[config.mk]
export PLATFORM = sky130hd
export DESIGN_NAME = button_conditioner
export DESIGN_NICKNAME = d
export VERILOG_FILES = /design/src/rtl/button_conditioner.sv
export SDC_FILE = /design/constraint.sdc
export NUM_CORES = 1
export LEC_CHECK = 0
export ABC_CLOCK_PERIOD_IN_PS = 1800
export CORE_MARGIN = 8
export CORE_UTILIZATION = 50
export CTS_CLUSTER_SIZE = 30
export DETAILED_ROUTE_END_ITERATION = 6
export PLACE_DENSITY = 0.74
export SETUP_SLACK_MARGIN = 0.4
export SYNTH_ARGS = -nofsm -noshare
export SYNTH_HDL_FRONTEND = slang
export SYNTH_SLANG_ARGS = --single-unit
[constraint.sdc]
create_clock -name clk -period 1.8 [get_ports clk]
set_clock_uncertainty 0.05 [all_clocks]
set_input_delay 0.27 -clock clk [delete_from_list [all_inputs] [get_ports clk]]
set_output_delay 0.27 -clock clk [all_outputs]
set_load 0.01 [all_outputs]
[src/rtl/button_conditioner.sv]
// rtl/button_conditioner.sv - synchronise, debounce, auto-repeat and latch active-low push-buttons
module button_conditioner #(
  parameter int               N_BTN           = 3,
  parameter int               DEBOUNCE_CYCLES = 250000,
  parameter int               REPEAT_DELAY    = 25000000,
  parameter int               REPEAT_RATE     = 6250000,
  parameter logic [N_BTN-1:0] REPEAT_MASK     = 3'b011
) (
  input  logic             clk,
  input  logic             reset,
  input  logic [N_BTN-1:0] btn_n,
  input  logic             tick,
  output logic [N_BTN-1:0] evt_n,
  output logic [N_BTN-1:0] held_n,
  output logic [N_BTN-1:0] dropped
);

  localparam int DB_W   = $clog2(DEBOUNCE_CYCLES + 1);
  localparam int RP_MAX = (REPEAT_DELAY > REPEAT_RATE) ? REPEAT_DELAY : REPEAT_RATE;
  localparam int RP_W   = $clog2(RP_MAX + 1);

  localparam logic [DB_W-1:0] DB_LAST  = DB_W'(DEBOUNCE_CYCLES - 1);
  localparam logic [DB_W-1:0] DB_ONE   = DB_W'(1);
  localparam logic [RP_W-1:0] RP_FIRST = RP_W'(REPEAT_DELAY - 1);
  localparam logic [RP_W-1:0] RP_NEXT  = RP_W'(REPEAT_RATE - 1);
  localparam logic [RP_W-1:0] RP_ONE   = RP_W'(1);

  // Synchroniser stages and debounced level; 1 means released.
  logic [N_BTN-1:0] sync1_q, sync1_d;
  logic [N_BTN-1:0] sync2_q, sync2_d;
  logic [N_BTN-1:0] db_q, db_d;
  logic [DB_W-1:0]  db_cnt_q [N_BTN];
  logic [DB_W-1:0]  db_cnt_d [N_BTN];
  // Auto-repeat counter; phase 0 waits for the initial delay, phase 1 for the rate.
  logic [RP_W-1:0]  rp_cnt_q [N_BTN];
  logic [RP_W-1:0]  rp_cnt_d [N_BTN];
  logic [N_BTN-1:0] rp_phase_q, rp_phase_d;
  // Event handshake with the game core.
  logic [N_BTN-1:0] pend_q, pend_d;
  logic [N_BTN-1:0] drop_q, drop_d;
  logic [N_BTN-1:0] evt;

  // Next-state logic: debounce, press/repeat event generation, pending latch.
  always_comb begin
    sync1_d    = btn_n;
    sync2_d    = sync1_q;
    db_d       = db_q;
    db_cnt_d   = db_cnt_q;
    rp_cnt_d   = rp_cnt_q;
    rp_phase_d = rp_phase_q;
    evt        = '0;
    for (int i = 0; i < N_BTN; i++) begin
      // Level only flips after DEBOUNCE_CYCLES consecutive mismatching samples.
      if (sync2_q[i] != db_q[i]) begin
        if (db_cnt_q[i] == DB_LAST) begin
          db_d[i]     = ~db_q[i];
          db_cnt_d[i] = '0;
        end else begin
          db_cnt_d[i] = db_cnt_q[i] + DB_ONE;
        end
      end else begin
        db_cnt_d[i] = '0;
      end

      if (db_q[i] && !db_d[i]) begin
        // Press edge: one event and restart the repeat timing.
        evt[i]        = 1'b1;
        rp_cnt_d[i]   = '0;
        rp_phase_d[i] = 1'b0;
      end else if (!db_q[i] && !db_d[i] && REPEAT_MASK[i]) begin
        // Still held on a repeating channel; a release edge falls to the clear branch.
        if (rp_cnt_q[i] == (rp_phase_q[i] ? RP_NEXT : RP_FIRST)) begin
          evt[i]        = 1'b1;
          rp_cnt_d[i]   = '0;
          rp_phase_d[i] = 1'b1;
        end else begin
          rp_cnt_d[i] = rp_cnt_q[i] + RP_ONE;
        end
      end else begin
        rp_cnt_d[i]   = '0;
        rp_phase_d[i] = 1'b0;
      end
    end
    // A new event always wins over a tick in the same cycle; events never queue.
    pend_d = evt | (pend_q & ~{N_BTN{tick}});
    drop_d = drop_q | (evt & pend_q & ~{N_BTN{tick}});
  end

  // State registers with asynchronous active-low reset to the released/idle state.
  always_ff @(posedge clk or negedge reset) begin
    if (!reset) begin
      sync1_q    <= '1;
      sync2_q    <= '1;
      db_q       <= '1;
      rp_phase_q <= '0;
      pend_q     <= '0;
      drop_q     <= '0;
      for (int i = 0; i < N_BTN; i++) begin
        db_cnt_q[i] <= '0;
        rp_cnt_q[i] <= '0;
      end
    end else begin
      sync1_q    <= sync1_d;
      sync2_q    <= sync2_d;
      db_q       <= db_d;
      rp_phase_q <= rp_phase_d;
      pend_q     <= pend_d;
      drop_q     <= drop_d;
      for (int i = 0; i < N_BTN; i++) begin
        db_cnt_q[i] <= db_cnt_d[i];
        rp_cnt_q[i] <= rp_cnt_d[i];
      end
    end
  end

  assign evt_n   = ~pend_q;
  assign held_n  = db_q;
  assign dropped = drop_q;

endmodule
== Yosys cells after proc, flatten, opt, wreduce, memory -nomap -nowiden ==
Index checks and enable logic that the tools add are counted.

* Mux-type cells: 33
* Eq/ne operators: 10
* Bitwise operators: 10
* Add/subtract/negate cells: 5
* Reduce and logical (&&, ||, !) cells: 10

{| class="wikitable"
|+ Operator list
! operator !! number
|-
| 25-bit 2-to-1 mux || 8
|-
| 18-bit 2-to-1 mux || 6
|-
| 18-bit by 1-bit adder with 18-bit output, second input constant || 3
|-
| 18-bit == test, second input constant || 3
|-
| 25-bit by 1-bit adder with 25-bit output, second input constant || 2
|-
| 25-bit == test || 2
|-
| 1-bit 2-to-1 mux || 19
|-
| 3-bit AND || 3
|-
| 3-bit by 2-bit inequality test with 1-bit output, second input constant || 2
|-
| 3-bit NOT || 2
|-
| 3-bit bitwise OR || 2
|-
| 1-bit logical AND || 5
|-
| 1-bit zero test || 5
|-
| 1-bit inequality test || 3
|-
| 1-bit NOT || 3
|}

* Output and inout bits: 9
* Register bits after elaboration: 121
* Word-level logic and storage cells: 80

== Logic depth before layout (Yosys ltp) ==
Gate-level depths: netlist (run 1).

* Word-level depth: 10
* Depth in mapped cells: 8

== Worst setup path after synthesis (run 1) ==
Ideal clock, no wire load.

* Path type: register to register
* Start point: register rp_cnt_q[63] in the netlist's numbering
* End point: register rp_cnt_q[67] in the netlist's numbering
* Path slack: -0.132 ns
* Data required time: 1.631 ns
* Period minus slack after synthesis: 1.932 ns
* Data arrival time: 1.763 ns
* Cell stages (with the launch flop): 8
* Library setup time: 0.119 ns
* Path through: dfrtp_1 or4b_1 nor4_1 o211a_1 nand2b_1 buf_6 buf_12 nor2_2

{| class="wikitable"
|+ RTL lines
! item !! line !! source
|-
| start, declared || 35 || <nowiki>logic [RP_W-1:0] rp_cnt_q [N_BTN];</nowiki>
|-
| start signal, assigned by index || 111 || <nowiki>rp_cnt_q[i] <= rp_cnt_d[i];</nowiki>
|}

==> run summary, run 1 <==
The flow ran to the end, but the final reports show violations. The final reports fail on negative setup slack. The count of flip-flops with a built-in enable after synthesis is 0. The commonest cells after synthesis are dfrtp_1, nor2_1, xor2_1. The final setup slack of the worst path is -0.1122 ns. The number of DRC markers in iteration 0 came out at 338. Before antenna repair, the detailed router went through 4 iterations. The floorplan step defined a die boundary enclosing 0.01532 mm². Setup violations remaining at the end of the flow were counted as 87. The average size of a mapped cell is 10.08 µm². The count of buffers from port buffering came out at 14. For this run, the post-layout net count is 704. The proportion of netlist area held by the largest area contributor came out at 48.27%. The total power per unit cell area is 757.2 mW/mm². For the final routed database, the setup TNS stands at -4.262 ns. The cell with the most instances after synthesis is dfrtp_1. In the final layout, the share of cells above drive strength 1 is 38.01%. In the synthesized netlist the async set-or-reset flop fraction comes to 100.0%. The number of nets with antenna violations after routing is 0.

The global-route wire length before repair is 23240 µm. In this run the worst hold path is classified as in2reg. The max-slew violation count was 0. Measured against its own limit, the worst slew margin works out to 68.71%.

Counting the buffers created by CTS gives 17. The arrival time at the worst endpoint is 2.16 ns. The clock network accounts for 50.6% of the total power. The final total power is 6.226 mW. The share of total power in sequential cells is 44.6%.

The number of top-level design ports came out at 15. The pre-CTS setup slack came out at -0.1631 ns. At the pin with the least slew margin, the transition time is 0.4693 ns. The max-cap violation count is 0. The detailed-route via count came out at 4840. The synthesis warning total is 0. The number of antenna violations at the first check in global routing came out at 0. Global routing finished with a remaining overflow of 0.

After legalization and detailed placement, the total HPWL measured 7927 µm. Setup repair after global routing could not meet its margin everywhere. The pin count of the biggest net entering global routing came out at 40.

The synthesized netlist net count came out at 587. The share of power burned in combinational logic came out at 4.8%. The repair_antennas step left the layout with diodes totalling 0. The biggest area contributor in the post-synthesis netlist is dfrtp_1. The net switching power is 1.344 mW.

The clock period minus worst slack came out at 1.912 ns. The average wire length per cell after detail routing came out at 18.28 µm. At the later pin of the worst-skew pair, clock insertion delay measures 0.42 ns. Of all nets on the critical path, the largest fanout is 4. The overall routed net length came out at 15500 µm. The global placer's final weighted congestion came out at 0.8406. The ratio of routed vias to standard cells came out at 5.708.

The share of the yosys chip area belonging to registers is 52.34%. The number of global-route vias before repair came to 4889. After synthesis, the cell types taking the most area are dfrtp_1, xor2_1, nor2_1, xnor2_1, dfstp_2. The instance area at placement came out at 0.006559 mm². The switching share of power is 21.59%. The post-route standard cell area excluding fillers is 0.008223 mm². TritonCTS built the clock tree.

Global routing used 19.30% of the available tracks. The number of library cell types mapped by synthesis came out at 42. The layout-stage area growth over the synthesis result is 41.61%. The post-route DRC violation count is 0. The count of final hold-check violations is 0.

The count of clock tree sinks came out at 121. The final worst-path cycle share is 106.2%. The internal power of the cells came out at 4.882 mW. In this run the static leakage power is 3.522 nW. The layout has 703 filler cells.

The path type of the worst setup path is reg2reg. In this run the number of H-tree levels came out at 4. The tree is rooted in a clkbuf_16. The clock input transition at the sequential cells of the worst setup and hold paths came out at 0.06 ns. The post-synthesis sequential element count is 121. The horizontal extent of the die is 123.8 µm. The worst setup path is captured at a flip-flop.

The startpoint kind of the worst setup timing path is a flip-flop. The required time at the endpoint of the critical path is 2.05 ns. The post-synthesis cell count is 576. The core region is 0.01137 mm². The final instance count without filler cells came out at 848.

The total instance count after detailed placement is 771. The most frequently used flop master after synthesis is dfrtp_1. The floorplan row count came out at 39.

The maximum number of buffers from clock root to sink is 2. The cell area after technology mapping is 0.005807 mm². The initial cell density of the core came out at 51.07%. The highest clock frequency the design can meet came out at 523.0 MHz. The die boundary height came out at 123.8 µm. The maximum resistive drop on vdd is 0.8666 mV.
area by class of cell:
| class | instances | area (µm²) | share of cell area (%) |
|---|---|---|---|
| clock inverter | 4 | 45.04 | 0.5478 |
| timing repair buffer | 108 | 1132 | 13.77 |
| sequential | 121 | 3043 | 37.01 |
| inverter | 16 | 60.06 | 0.7304 |
| tap | 143 | 178.9 | 2.176 |
| clock buffer | 27 | 493.0 | 5.995 |
| multi-input combinational | 429 | 3271 | 39.77 |
metrics by stage:
stage                     util (%)  hold slack, ns
after floorplan                  -        -0.07559
after global routing         72.32          0.2078
after CTS                    68.27          0.2032
after detailed placement     57.69          0.2020
after global placement       57.69          0.1944
final                        72.32          0.2116
flip-flops by register name, indices dropped and copies added (netlist names):
| register | cells |
|---|---|
| rp_phase_q | 2 |
| rp_cnt_q | 50 |
| sync2_q | 3 |
| sync1_q | 3 |
| pend_q | 3 |
| dropped | 3 |
| held_n | 3 |
| db_cnt_q | 54 |
cells by family after synthesis:
family | synth area share, %
AND/OR/NAND/NOR | 26.98
flip-flops | 52.34
XOR/XNOR | 14.48
buffers and inverters | 2.887
AO/OA/AOI/OAI | 2.047
adder cells (fa/ha/maj) | 1.077
multiplexers | 0.1939
critical path, stage by stage, from the launching register on:
cell and delay (ns):
dfrtp_2 0.43, nor4_2 0.33, nand3_1 0.21, nor3_4 0.25, nand2b_4 0.22, buf_6 0.13, clkbuf_16 0.15, nor2_4 0.03
routing by layer:
metal  vias up  wire (µm)  GRT usage, %
li1       2192          -             -
met4         0        495         9.782
met1      2434       6391         23.68
met5         -          0             0
met3        55        678         4.352
met2       159       7936         31.50
path summary, 6_finish.rpt:
check / from / cells past startpoint / slack (ns) / endpoint
setup / recovery: db_cnt_q[10] / 7 / -0.11 / db_cnt_q[16]
hold / removal: btn_n[2] / 1 / 0.21 / sync1_q[2]
setup reg to reg: db_cnt_q[10] / 7 / -0.11 / db_cnt_q[16]
hold reg to reg: sync1_q[2] / 0 / 0.31 / sync2_q[2]
max in group asynchronous: reset / 3 / 0.73 / sync2_q[0]
min in group asynchronous: reset / 2 / 0.31 / db_cnt_q[12]
cell usage in the layout (no fill, tap or decap), drive strengths merged, types with 5 or more instances in the layout:
cell    instances
and2            5
nand4          24
nand2          37
nand2b          8
dfstp           9
and3           17
nor3           18
buf            96
xnor2          40
nand3          43
nor4            9
ha              5
clkbuf         31
xor2           56
dfrtp         112
nor2          122
inv            16
power groups by stage:
stage | Combinational [mW] | Sequential, mW | Clock, mW
6_report | 0.299 | 2.78 | 3.15
5_1_grt | 0.323 | 2.78 | 3.30
3_5_place_dp | 0.158 | 2.82 | 0
3_3_place_gp | 0.150 | 2.82 | 0
4_1_cts | 0.244 | 2.77 | 3.18
2_1_floorplan | 0.0569 | 2.82 | 0
repair_timing:
item	4_1_cts	5_1_grt
cloned	7	5
resized for setup	121	75
endpoints found under the setup margin	124	118
pin swaps	20	34
buffers inserted	23	10
hold buffers	1	0
endpoints found under the hold margin	28	0
(Power assumes the default switching activity.)
==> run 2: changes to the inputs <==
- ABC_CLOCK_PERIOD_IN_PS: 1800 -> 2200
- PLACE_DENSITY: 0.74 -> 0.72
- clock period: 1.8 -> 2.2 ns (I/O delays scaled with it)
==> run 2 against run 1 <==
The flow now finishes without violations. Sequential share of layout area is 4.3 points higher. Total power is 18% lower. Critical path depth is 2 lower. Fmax is 1.9% lower. Cell area is 10% lower. Clock power is 14% lower. First-iteration DRC count is 5.9% higher. Utilization is 7.5 points lower. Sequential power is 18% lower. Setup slack better by 0.36 ns. Critical endpoint is now rp_cnt_q[74]. Highest routed layer unchanged.
==> run summary, run 2 (synthesized netlist as in run 1, its figures left out) <==
The final setup slack of the worst path came out at 0.2510 ns (was -0.1122 ns). The overall routed net length is 13460 µm (was 15500 µm). The initial cell density of the core is 51.07% (unchanged). The global-route wire length before repair is 21740 µm (was 23240 µm). Largest registers in the final layout: db_cnt_q x54, rp_cnt_q x50 (unchanged).

Unrepaired setup endpoints after global routing: yes (unchanged). The average wire length per cell after detail routing came out at 16.85 µm (was 18.28 µm). The number of antenna violations at the first check in global routing came out at 0 (unchanged). CP Cell Sequence: or4_1 > nor3_2 > o211a_1 > nand2b_4 > nor2_1 (was nor4_2 > nand3_1 > nor3_4 > nand2b_4 > buf_6 > clkbuf_16 > nor2_4). The detailed-route via count is 4469 (was 4840). The top register by number of flip-flops is db_cnt_q (unchanged). The die boundary height is 123.8 µm (unchanged). The post-DP HPWL is 7332 µm (was 7927 µm). The layout-stage area growth over the synthesis result is 26.93% (was 41.61%). The flip-flop count of the largest register after layout was 54 (unchanged). The startpoint kind of the worst setup timing path is a flip-flop (unchanged). The clock period minus worst slack is 1.949 ns (was 1.912 ns). The clock input transition at the sequential cells of the worst setup and hold paths came out at 0.05 ns (was 0.06 ns). The number of top-level design ports came out at 15 (unchanged). The number of nets in the layout is 654 (was 704). The number of global-route vias before repair is 4643 (was 4889). The global placer's final weighted congestion came to 0.8625 (was 0.8406). The floorplan row count came out at 39 (unchanged).

The class of the tightest hold or removal check is in2reg (unchanged). The critical path's top delay family was simple AND/OR/NAND/NOR gates (unchanged). The total power per unit cell area is 695.3 mW/mm² (was 757.2 mW/mm²). The post-route standard cell area excluding fillers is 0.007371 mm² (was 0.008223 mm²). The number of nets with antenna violations after routing is 0 (unchanged). The library cell used as clock root buffer is clkbuf_16 (unchanged).

The ratio of routed vias to standard cells came out at 5.593 (was 5.708). The count of H-tree levels built during CTS came out at 4 (unchanged). The required time at the endpoint of the critical path came out at 2.45 ns (was 2.05 ns). The maximum resistive drop on vdd is 0.5761 mV (was 0.8666 mV). The largest incremental delay on the critical path came out at 0.57 ns (was 0.43 ns). The path type of the worst setup path is reg2reg (unchanged). The path length in cells of the critical path is 5 (was 7). The critical path capture point type is a flip-flop (unchanged). The TritonCTS clock tree is done (unchanged). The fraction of final layout cells with drive strength greater than 1 is 25.61% (was 38.01%). The arrival time at the worst endpoint came to 2.20 ns (was 2.16 ns).

The pre-CTS setup slack was 0.1398 ns (was -0.1631 ns). The number of antenna cells inserted is 0 (unchanged). The remaining max-slew budget at the tightest pin is 61.58% (was 68.71%). The number of cells traversed by the worst hold path came out at 1 (unchanged).

The later-pin clock latency in the skew report came out at 0.42 ns (about the same). The max-slew violation count was 0 (unchanged). The transition time at the pin with the least slew margin came out at 0.5741 ns (was 0.4693 ns). The instance area at placement is 0.006148 mm² (was 0.006559 mm²). The number of optimization iterations in the first detailed-route pass is 5 (was 4). The number of DRC markers in iteration 0 came to 358 (was 338). The area of the core came out at 0.01137 mm² (unchanged).

The buffering stage count on the worst path with inverters included came out at 0 (was 2). The pin count of the biggest net entering global routing is 33 (was 40). The highest clock frequency the design can meet is 513.1 MHz (was 523.0 MHz). The horizontal extent of the die came out at 123.8 µm (unchanged). The post-route DRC violation count came out at 0 (unchanged). The core utilization of the finished layout is 64.83% (was 72.32%). Run status: complete, no violations (was finished, violations left). The count of buffers from port buffering is 14 (unchanged). The number of cells on the worst reg-to-reg path is 5 (was 7). The max-cap violation count is 0 (unchanged). The accumulated negative setup slack came to 0 ns (was -4.262 ns). The count of clock tree sinks is 121 (unchanged).

The maximum fanout count along the critical path is 7 (was 4). The number of buffers inserted during clock tree synthesis came to 17 (unchanged). The maximum number of buffers from clock root to sink came out at 2 (unchanged). The most common library cell in the layout ignoring fill and taps is dfrtp_1 (unchanged). The area of the die is 0.01532 mm² (unchanged). The combined global-route utilization of all metal layers is 18.21% (was 19.30%).

The residual overflow from global routing is 0 (unchanged). The total leakage power is 3.140 nW (was 3.522 nW). The setup violation total in the final timing report came out at 0 (was 87). The final total power is 5.125 mW (was 6.226 mW).

The slowest cell on the critical path is or4_1 (was dfrtp_2). The count of final hold-check violations came out at 0 (unchanged). The final worst-path cycle share came out at 88.59% (was 106.2%). Commonest cells after routing, fill and taps aside: dfrtp_1, nor2_1, xor2_1, nor2_2 (was dfrtp_1, buf_4, xor2_1, nor2_2, nand3_1).
[run 2: through the flow]
| step | std cells | hold slack, ns |
|---|---|---|
| 6_report | 799 | 0.2669 |
| 5_1_grt | 799 | 0.2643 |
| 4_1_cts | 789 | 0.2578 |
| 3_5_place_dp | 731 | 0.2504 |
| 3_3_place_gp | 731 | 0.2501 |
| 2_1_floorplan | 576 | -0.01559 |
[run 2: repair_timing]
item / CTS / global route
hold buffers: 1 / 0
cloned: 9 / 1
buffers inserted: 16 / 9
pin swaps: 44 / 26
setup endpoints to repair: 92 / 113
gates resized for setup: 40 / 55
hold endpoints to repair: 26 / 0
[run 2: power by group]
part	switching (mW)	internal [mW]	leakage [nW]
Sequential	0.0198	2.25	1.62
Clock	0.935	1.79	0.280
Combinational	0.0828	0.0492	1.24
Total	1.04	4.09	3.14
[run 2: cell type report]
type / instances / area [µm²]
Clock buffer: 29 / 510.5
Timing Repair Buffer: 52 / 488.0
Tap cell: 143 / 178.9
Multi-Input combinational cell: 435 / 3027
Clock inverter: 3 / 65.06
Sequential cell: 121 / 3042
Inverter: 16 / 60.06
Fill cell: 859 / 3999
[run 2: path summary, 6_finish.rpt]
kind | slack [ns] | from | end
min in group asynchronous | 0.35 | reset | db_cnt_q[2]
max in group asynchronous | 1.08 | reset | sync1_q[1]
setup reg to reg | 0.25 | rp_cnt_q[65] | rp_cnt_q[74]
hold / removal | 0.27 | btn_n[0] | sync1_q[0]
hold reg to reg | 0.31 | sync1_q[1] | sync2_q[1]
setup / recovery | 0.25 | rp_cnt_q[65] | rp_cnt_q[74]
[run 2: layer usage]
metal | share of wire, % | track usage [%] | vias up
li1 | - | - | 2094
met4 | 2.9 | 9.857 | 0
met5 | 0 | 0 | -
met2 | 51 | 29.82 | 115
met3 | 4.5 | 5.530 | 43
met1 | 42 | 21.08 | 2217
==> run 3: changes to the inputs <==
- PLACE_DENSITY: 0.72 -> default
- PLACE_DENSITY_LB_ADDON: default -> 0.05
==> run 3 against run 2 <==
Critical path depth rose by 1. Via count is 3.9% lower. Combinational power fell by 5%. Sequential share of layout area is 0.53 points higher. Clock power rose by 7%. Die area stayed put. Wire length fell by 8.8%. Total power up 3.3%. Cell count decreased by 0.63%. Sequential power hardly changed. Count of clock-buffer cells in the layout shrank 10. Critical path type unchanged. Largest power group unchanged. Highest routed layer unchanged.
==> run summary, run 3 (synthesized netlist as in run 1, its figures left out) <==
The post-DP HPWL came out at 6991 µm (was 7332 µm). The total instance count after detailed placement was 731 (unchanged). The maximum fanout count along the critical path is 7 (unchanged). The total power per unit cell area is 727.8 mW/mm² (was 695.3 mW/mm²). The class of the tightest hold or removal check is in2reg (unchanged). The number of optimization iterations in the first detailed-route pass is 4 (was 5). The share of total power in sequential cells came to 42.9% (was 44.3%). The switching share of power was 21.81% (was 20.24%). The remaining max-slew budget at the tightest pin is 55.09% (was 61.58%). The final instance count without filler cells is 794 (was 799). The detailed-route via count was 4296 (was 4469). The setup violation total in the final timing report is 0 (unchanged). The global-route wire length before repair came out at 20360 µm (was 21740 µm).

The clock period minus worst slack came out at 1.936 ns (was 1.949 ns). The number of nets with antenna violations after routing came out at 0 (unchanged). The fraction of final layout cells with drive strength greater than 1 is 23.20% (was 25.61%). The number of DRC markers in iteration 0 came to 295 (was 358).

Unrepaired setup endpoints after global routing: yes (unchanged). The net switching power is 1.155 mW (was 1.037 mW). The maximum number of buffers from clock root to sink came out at 2 (unchanged). The layout-stage area growth over the synthesis result was 25.32% (was 26.93%). The maximum resistive drop on vdd came out at 0.6996 mV (was 0.5761 mV). The top register by number of flip-flops is db_cnt_q (unchanged). The post-route DRC violation count came to 0 (unchanged). The area of the die came out at 0.01532 mm² (unchanged). The max-slew violation count is 0 (unchanged).

The arrival time at the worst endpoint is 2.19 ns (was 2.20 ns). The count of H-tree levels built during CTS came out at 4 (unchanged). The area of the core came out at 0.01137 mm² (unchanged).

The global placer's final weighted congestion came out at 0.8087 (was 0.8625). The number of global-route vias before repair was 4257 (was 4643). Largest registers in the final layout: db_cnt_q x54, rp_cnt_q x50 (unchanged). The final total power is 5.296 mW (was 5.125 mW). The critical path capture point type is a flip-flop (unchanged). The average wire length per cell after detail routing came out at 15.47 µm (was 16.85 µm).

The startpoint kind of the worst setup timing path is a flip-flop (unchanged). The TritonCTS clock tree is done (unchanged). The horizontal extent of the die came out at 123.8 µm (unchanged). The clock input transition at the sequential cells of the worst setup and hold paths is 0.06 ns (was 0.05 ns). The final worst-path cycle share came out at 88.00% (was 88.59%). CP Cell Sequence: or4b_1 > nor4_2 > o211a_1 > buf_6 > a211o_4 > nor2_1 (was or4_1 > nor3_2 > o211a_1 > nand2b_4 > nor2_1). The count of buffers from port buffering is 14 (unchanged).

The flip-flop count of the largest register after layout came out at 54 (unchanged). The combined global-route utilization of all metal layers came out at 17.05% (was 18.21%). Commonest cells after routing, fill and taps aside: dfrtp_1, nor2_1, xor2_1, nand3_1, xnor2_1 (was dfrtp_1, nor2_1, xor2_1, nor2_2).

The number of nets in the layout is 649 (was 654). The post-route standard cell area excluding fillers came out at 0.007277 mm² (was 0.007371 mm²). The count of clock tree sinks is 121 (unchanged). The number of top-level design ports was 15 (unchanged). The internal power of the cells is 4.141 mW (was 4.087 mW). The floorplan row count is 39 (unchanged). The number of antenna cells inserted is 0 (unchanged). The transition time at the pin with the least slew margin is 0.6737 ns (was 0.5741 ns). The die boundary height is 123.8 µm (unchanged). The later-pin clock latency in the skew report is 0.42 ns (about the same). The total leakage power is 3.154 nW (was 3.140 nW). The required time at the endpoint of the critical path was 2.45 ns (about the same). The slowest cell on the critical path is or4b_1 (was or4_1). The number of buffers inserted during clock tree synthesis is 17 (unchanged). The max-cap violation count came to 0 (unchanged). The initial cell density of the core was 51.07% (unchanged). The critical path's top delay family was simple AND/OR/NAND/NOR gates (unchanged). The ratio of routed vias to standard cells came to 5.411 (was 5.593). Run status: complete, no violations (unchanged). The highest clock frequency the design can meet is 516.5 MHz (was 513.1 MHz). The clock network power share is 54.7% (was 53.1%). The share of power burned in combinational logic was 2.4% (was 2.6%).

The accumulated negative setup slack came out at 0 ns (unchanged). The pin count of the biggest net entering global routing was 122 (was 33). The buffering stage count on the worst path with inverters included came to 1 (was 0).

The overall routed net length is 12280 µm (was 13460 µm). The path type of the worst setup path is reg2reg (unchanged). The count of final hold-check violations was 0 (unchanged). The largest incremental delay on the critical path came out at 0.54 ns (was 0.57 ns).

The most common library cell in the layout ignoring fill and taps is dfrtp_1 (unchanged). The number of antenna violations at the first check in global routing is 0 (unchanged). The residual overflow from global routing is 0 (unchanged). The instance area at placement is 0.006148 mm² (unchanged).

The library cell used as clock root buffer was clkbuf_16 (unchanged).
-- run 3: cell count changes in the layout (fill, tap and decap cells not counted), moves of 3 or more --
cell,delta
nor2_1,+12
buf_4,-4
nor2_2,-6
clkbuf_1,-8
nor3_1,+3
clkinvlp_4,+6
nor2_4,-6
nor3_2,-5
clkinv_4,+3
-- run 3: per-stage QoR --
step / utilization, % / worst slack, ns / hold slack (ns)
2_1_floorplan: - / 0.3482 / -0.01559
3_3_place_gp: 54.08 / 0.2296 / 0.2963
3_5_place_dp: 54.08 / 0.1954 / 0.2968
4_1_cts: 61.86 / 0.3019 / 0.2540
5_1_grt: 64.00 / 0.2362 / 0.2586
6_report: 64.00 / 0.2640 / 0.2756
-- run 3: layout make-up --
cell class,count,area (µm²)
Fill cell,926,4093
Clock buffer,19,452.9
Inverter,16,60.06
Tap cell,143,178.9
Multi-Input combinational cell,432,2890
Timing Repair Buffer,50,483.0
Sequential cell,121,3042
Clock inverter,13,170.2
-- run 3: worst register-to-register path: stages, from the launching register on --
cell	delay [ns]
dfrtp_2	0.41
or4b_1	0.54
nor4_2	0.20
o211a_1	0.26
buf_6	0.12
a211o_4	0.18
nor2_1	0.07
-- run 3: routing by layer --
metal  vias up  track usage (%)  share of wire [%]
met2        66            26.96                 49
met4         0            5.493                1.5
met5         -                0                  0
met3        19            6.210                3.9
met1      2119            21.33                 46
li1       2092                -                  -
-- run 3: power groups by stage --
stage | sequential [mW] | combinational, mW | clock [mW]
after floorplan | 2.30 | 0.0414 | 0
final | 2.27 | 0.125 | 2.90
after global placement | 2.31 | 0.104 | 0
after detailed placement | 2.31 | 0.106 | 0
after CTS | 2.27 | 0.115 | 2.96
after global routing | 2.27 | 0.144 | 3.05
-- run 3: worst paths after layout --
kind / slack [ns] / to / depth (start not counted) / start
hold / removal: 0.28 / sync1_q[1] / 1 / btn_n[1]
setup / recovery: 0.26 / rp_cnt_q[42] / 6 / rp_cnt_q[38]
max in group asynchronous: 1.05 / rp_cnt_q[38] / 3 / reset
min in group asynchronous: 0.48 / db_cnt_q[16] / 3 / reset
setup reg to reg: 0.26 / rp_cnt_q[42] / 6 / rp_cnt_q[38]
hold reg to reg: 0.30 / sync2_q[2] / 0 / sync1_q[2]
-- run 3: timing repair --
action / 4_1_cts / 5_1_grt
pin swaps: 31 / 21
resized for setup: 31 / 38
hold endpoints to repair: 76 / 0
endpoints found under the setup margin: 89 / 111
cloned: 6 / 3
hold buffers: 1 / 0
setup buffers: 14 / 7
